[config.mk]
export PLATFORM = sky130hd
export DESIGN_NAME = prog_loader
export DESIGN_NICKNAME = d
export VERILOG_FILES = /design/src/rtl/prog_loader_pkg.sv /design/src/rtl/prog_loader.sv
export SDC_FILE = /design/constraint.sdc
export NUM_CORES = 1
export LEC_CHECK = 0
export BUFFER_PORTS_ARGS = -buffer_cell sky130_fd_sc_hd__buf_4
export CORE_AREA = 3 3 216 218
export DETAILED_ROUTE_END_ITERATION = 6
export DIE_AREA = 0 0 219 221
export GPL_TIMING_DRIVEN = 0
export PLACE_DENSITY_LB_ADDON = 0.08
export SKIP_LAST_GASP = 1
export SLEW_MARGIN = 20
export SYNTH_ARGS = -nofsm -noshare
export SYNTH_HDL_FRONTEND = slang
export SYNTH_SLANG_ARGS = --single-unit
[constraint.sdc]
create_clock -name clk -period 5.1 [get_ports clk]
set_input_delay 0.765 -clock clk [delete_from_list [all_inputs] [get_ports clk]]
set_output_delay 0.765 -clock clk [all_outputs]
set_load 0.02 [all_outputs]
[src/rtl/prog_loader_pkg.sv]
// Shared definitions for the program loader: FSM state encoding and stream constants.
package prog_loader_pkg;

   typedef enum logic [2:0] {
      ST_IDLE,
      ST_HDR_ADDR,
      ST_HDR_LEN,
      ST_LOAD,
      ST_RELEASE,
      ST_RUN,
      ST_HALTED,
      ST_ERR
   } state_t;

   // Stream header: word 0 is the base byte address, word 1 the length in words.
   localparam int HDR_IDX_ADDR = 0;
   localparam int HDR_IDX_LEN  = 1;
   localparam int WORD_BYTES   = 4;

endpackage

[src/rtl/prog_loader.sv]
// Streams a program image into IMEM/DMEM through word writes while holding the CPU
// in reset, then releases the CPU and waits for it to halt.
module prog_loader
   import prog_loader_pkg::*;
#(
   parameter int ADDR_W    = 32,
   parameter int MAX_WORDS = 65536
) (
   input  logic              clk,
   input  logic              rst,
   input  logic              start,
   input  logic [31:0]       s_data,
   input  logic              s_valid,
   output logic              s_ready,
   output logic              mem_wr_en,
   output logic [ADDR_W-1:0] mem_addr,
   output logic [31:0]       mem_wr_data,
   output logic              cpu_rst,
   input  logic              cpu_halt,
   output logic              busy,
   output logic              done,
   output logic              err,
   output logic [31:0]       checksum
);

   // Wide enough to hold base + 4*N for any 32-bit N without wrapping.
   localparam int EXT_W = ((ADDR_W > 34) ? ADDR_W : 34) + 1;
   localparam logic [EXT_W-1:0] ADDR_SPAN = EXT_W'(1) << ADDR_W;

   state_t              state_reg;
   logic [ADDR_W-1:0]   ptr_reg;
   logic [31:0]         len_reg;
   logic [31:0]         idx_reg;
   logic                s_ready_reg;
   logic                mem_wr_en_reg;
   logic [ADDR_W-1:0]   mem_addr_reg;
   logic [31:0]         mem_wr_data_reg;
   logic                cpu_rst_reg;
   logic                busy_reg;
   logic                done_reg;
   logic                err_reg;
   logic [31:0]         checksum_reg;

   logic                xfer;
   logic                base_bad;
   logic                len_bad;
   logic [EXT_W-1:0]    img_end;

   assign xfer     = s_valid && s_ready_reg;
   assign base_bad = (s_data[1:0] != 2'b00);

   // In HDR_LEN, ptr_reg still holds the latched base address.
   assign img_end  = EXT_W'(ptr_reg) + (EXT_W'(s_data) << 2);
   assign len_bad  = (s_data == 32'd0) ||
                     ({1'b0, s_data} > 33'(MAX_WORDS)) ||
                     (img_end > ADDR_SPAN);

   always_ff @(posedge clk or negedge rst) begin
      if (!rst) begin
         state_reg       <= ST_IDLE;
         ptr_reg         <= '0;
         len_reg         <= '0;
         idx_reg         <= '0;
         s_ready_reg     <= 1'b0;
         mem_wr_en_reg   <= 1'b0;
         mem_addr_reg    <= '0;
         mem_wr_data_reg <= '0;
         cpu_rst_reg     <= 1'b0;
         busy_reg        <= 1'b0;
         done_reg        <= 1'b0;
         err_reg         <= 1'b0;
         checksum_reg    <= '0;
      end else begin
         mem_wr_en_reg <= 1'b0;
         case (state_reg)
            ST_IDLE, ST_HALTED, ST_ERR: begin
               if (start) begin
                  state_reg    <= ST_HDR_ADDR;
                  busy_reg     <= 1'b1;
                  done_reg     <= 1'b0;
                  err_reg      <= 1'b0;
                  checksum_reg <= '0;
                  cpu_rst_reg  <= 1'b0;
                  s_ready_reg  <= 1'b1;
               end
            end
            ST_HDR_ADDR: begin
               if (xfer) begin
                  ptr_reg <= ADDR_W'(s_data);
                  if (base_bad) begin
                     state_reg   <= ST_ERR;
                     err_reg     <= 1'b1;
                     busy_reg    <= 1'b0;
                     s_ready_reg <= 1'b0;
                  end else begin
                     state_reg <= ST_HDR_LEN;
                  end
               end
            end
            ST_HDR_LEN: begin
               if (xfer) begin
                  if (len_bad) begin
                     state_reg   <= ST_ERR;
                     err_reg     <= 1'b1;
                     busy_reg    <= 1'b0;
                     s_ready_reg <= 1'b0;
                  end else begin
                     len_reg   <= s_data;
                     idx_reg   <= '0;
                     state_reg <= ST_LOAD;
                  end
               end
            end
            ST_LOAD: begin
               if (xfer) begin
                  mem_wr_en_reg   <= 1'b1;
                  mem_addr_reg    <= ptr_reg;
                  mem_wr_data_reg <= s_data;
                  checksum_reg    <= checksum_reg + s_data;
                  ptr_reg         <= ptr_reg + ADDR_W'(WORD_BYTES);
                  idx_reg         <= idx_reg + 32'd1;
                  if (idx_reg == len_reg - 32'd1) begin
                     s_ready_reg <= 1'b0;
                     state_reg   <= ST_RELEASE;
                  end
               end
            end
            ST_RELEASE: begin
               cpu_rst_reg <= 1'b1;
               state_reg   <= ST_RUN;
            end
            ST_RUN: begin
               if (cpu_halt) begin
                  state_reg <= ST_HALTED;
                  done_reg  <= 1'b1;
                  busy_reg  <= 1'b0;
               end
            end
            default: state_reg <= ST_IDLE;
         endcase
      end
   end

   assign s_ready     = s_ready_reg;
   assign mem_wr_en   = mem_wr_en_reg;
   assign mem_addr    = mem_addr_reg;
   assign mem_wr_data = mem_wr_data_reg;
   assign cpu_rst     = cpu_rst_reg;
   assign busy        = busy_reg;
   assign done        = done_reg;
   assign err         = err_reg;
   assign checksum    = checksum_reg;

endmodule

==> summary.md <==
| Metric | Value |
|---|---|
| Status | finished, final reports clean |
| Final ANT Viol Nets | 0 |
| Number of I/O port buffers | ~140 |
| Post-synth EDFFs | 0 |
| Cell Rows | a little under 80 |
| Worst Tran Pin Value | 0.971 ns |
| Vias in the first global route | roughly 13000 |
| CTS max path bufs | 3 |
| Syn Area/Cell | 8.10 um^2 |
| Total power | around 8.6 mW |
| First-pass GRT wire length | just under 80000 um |
| CP max stage delay | about 0.65 ns |
| CP Cell Sequence | ha_2, fa_1, or4_4, a31oi_2, o2111ai_1, or4_4, a2111oi_4, nand4_1, or4_4, or4_4, and2_4, buf_6, buf_4, o31ai_2, o21ai_0 |
| Reg2reg setup slack | roughly 0.14 ns |
| Fill count | between 4000 and 5000 |
| Post-synth ARST share | 1.00 |
| CP Class | flip-flop to flip-flop |
| Slew Limit Fails | 0 |
| GRT Overall Usage | 0.205 |
| Tmin final | around 5.0 ns |
| Post-Syn Instances | around 1700 |
| CTS tree | yes |
| WP data arrival | 5.37 ns |
| Gr ovfl total | 0 |
| Compound-Gate Fraction of Synth Area | 0.202 |
| Final Cycle Share | 0.973 |
| Yosys reg bits | around 200 |
| Initial DRC count | 980 |
| Synthesized-area fraction occupied by and/or/nand/nor cells | 0.257 |
| Starting Density | 0.298 |
| Most common cell on crit path | or4_4 |
| CP max FO | 10 |
| Die Y | about 220 um |
| Buf/Inv on CP | 2 |
| Largest family of logic cells by synthesized area | simple AND/OR/NAND/NOR gates |
| Net count reported at finish | between 1500 and 2000 |
| PwrDens | approximately 530 mW/mm^2 |
| Pre-CTS setup slack | -0.912 ns |
| Final setup viols | 0 |
| Initial antenna violation count | 0 |
| Leak | 7.50 nW |
| Vias | between 10000 and 15000 |
| Setup Skew | approximately 0.024 ns |
| Post-DP HPWL | ~38000 um |
| Average wire per standard cell | just over 20 um |
| Synth Cell Area | approximately 0.013 mm^2 |
| Die area | approximately 0.048 mm^2 |
| Maximum vdd drop | 0.000321 V |
| Max frequency | a little over 0.2 GHz |
| Post-layout worst setup margin | ~0.14 ns |
| FF-to-FF Start | ptr_reg[2] |
| Top delay family on crit path | simple AND/OR/NAND/NOR gates |
| Primary FF master, synth | dfrtp_1 |
| Share of cells above drive strength 1 | 0.132 |
| Unrepaired setup endpoints after global routing | yes |
| CTS sink count | about 200 |
| Clock root cell | clkbuf_16 |
| Worst Setup Start Kind | flip-flop |
| Slew HR | 0.347 |
| Final Hold Fails | 0 |
| Post-synthesis adder-cell area fraction | 0.0625 |
| GPL Wtd Cong | roughly 0.88 |
| Vias/cell | between 5 and 6 |
| CTS H-tree depth | 1 |
| CTS clk-pin slew, worst paths | around 0.060 ns |
| Num CTS Buffers | 27 |
| Worst Reg2Reg Path Length in Cells | 15 |
| Core ar. | 0.0451 mm^2 |
| Register area share after synthesis | 0.374 |
| Setup TNS | 0 ns |
| Hold/Removal Path Class | input port to async pin |
| Slowest CP cell | or4_4 |
| Worst EP required | roughly 5.5 ns |
| Synth Net Count | 1764 |
| Critical R2R Capture | idx_reg[2] |
| Max Cap Violations | 0 |
| CP endpoint kind | flip-flop |
| Boundary Pins | ~140 |
| Mux cell area share after synthesis | 0.0168 |
| DR pass1 iterations | 5 |
| DRC errors left | 0 |
| Ys Warns | 0 |
| Post-Synth XOR/XNOR Area | 0.0547 |
| Netlist cell types | 78 |
| Area delta synth->final | 21.3% |
| Pin count of the biggest net entering global routing | 84 |
| Die X-Extent | 219 um |
| Skew-Pair Late Insertion Delay | 0.56 ns |
| Drt total wl | around 51000 um |
| Hold-fix buffers, CTS | 0 |
## metal layers
metal / GRT usage / wire, um / part of all wire
met1: 0.275 / 22400 / 0.44
met2: 0.340 / 24000 / 0.48
met3: 0.0268 / 2310 / 0.046
met4: 0.0694 / 1800 / 0.036
met5: 0 / 0 / 0
## cells by family after synthesis
logic type                 after synthesis
adders and majority gates               66
muxes                                   22
AOI/OAI and AO/OA                      431
xor gates and xnor gates                84
buffers and inverters                  108
and+or+nand+nor                        749
DFF                                    201
## placed cells by master (no fill, tap or decap), types with 9 or more instances in the layout
cell and count:
clkbuf_16 27, nand2_1 360, inv_1 29, ha_1 63, buf_4 145, xnor2_1 51, and2_1 21, or2_2 11
and3_1 24, nand3_1 62, a211oi_1 9, mux2i_1 17, o21bai_1 9, a21o_1 24, nor4_1 19, a21oi_1 140
o22ai_1 24, xor2_1 33, dfrtp_1 200, nor2_1 112, or3_1 13, nand4_1 36, o211ai_1 11, nor3_1 26
a31oi_1 10, clkbuf_1 61, nand2b_1 18, o21a_1 18, o21ai_0 106, or4_1 12
## through the flow
step / instance area [um^2] / std cells / hold slack [ns] / utilization
finish: 16300 / 2454 / 0.134 / 0.362
global route: 16300 / 2453 / 0.151 / 0.362
CTS: 16200 / 2449 / 0.139 / 0.360
detailed placement: 15300 / 2401 / 0.465 / 0.339
global placement: 15200 / 2399 / 0.462 / 0.338
floorplan: 13400 / 1661 / 0.449 / -
## worst max path at each step
stage | start | endpoint | slack [ns] | cells after the start
floorplan | s_data[0] | len_reg[29] | 0.21 | 15
global placement | s_data[0] | idx_reg[22] | -0.92 | 15
detailed placement | s_data[0] | idx_reg[22] | -0.91 | 15
CTS | ptr_reg[2] | len_reg[14] | 0.07 | 15
global route | ptr_reg[2] | idx_reg[2] | -0.02 | 15
finish | ptr_reg[2] | idx_reg[2] | 0.14 | 15
## cell type report
cell class	instances	area, um^2	area share
Clock buffer	35	746	0.0457
Buffer	76	325	0.0199
Multi-Input combinational cell	1352	8070	0.494
Clock inverter	13	125	0.00767
Timing Repair Buffer	146	1160	0.0709
Inverter	30	113	0.00690
Antenna cell	1	2.50	0.000153
Sequential cell	201	5030	0.308
Tap cell	600	751	0.0460
## power by group
part	internal, mW	leakage (nW)	total [mW]	switching, mW
clock	1.13	0.435	1.90	0.773
sequential	2.07	2.58	2.53	0.469
combinational	1.58	4.48	4.19	2.62
## repair_timing
action,in CTS,in global routing
resized for setup,12,12
buffers inserted,2,4
setup endpoints to repair,64,48
pin swaps,1,3
## synth_stat cells, types with 7 or more instances
library cell  count  area (um^2)
xnor2_1          51          447
nor2b_1           7         43.8
o31ai_1          10         75.1
ha_1             64          801
nand2b_1         18          113
buf_1             8         30.0
dfrtp_1         201         5030
o21ai_0         106          531
mux2i_1          17          170
o21bai_1          9         67.6
nor2_1          112          420
o211ai_1         11         82.6
o22ai_1          24          150
a21o_1           24          180
and2_1           21          131
nor4_1           19          119
clkbuf_1         60          225
inv_1            29          109
or2_2            11         68.8
nor3_1           26          130
or3_1            13         81.3
xor2_1           33          289
a31oi_1          11         68.8
and3_1           24          150
or4_1            16          120
a21oi_1         141          706
o21a_1           18          135
a211oi_1         10         75.1
nand2_1         360         1350
nand4_1          36          225
nand3_1          62          310
(Power assumes the default switching activity.)
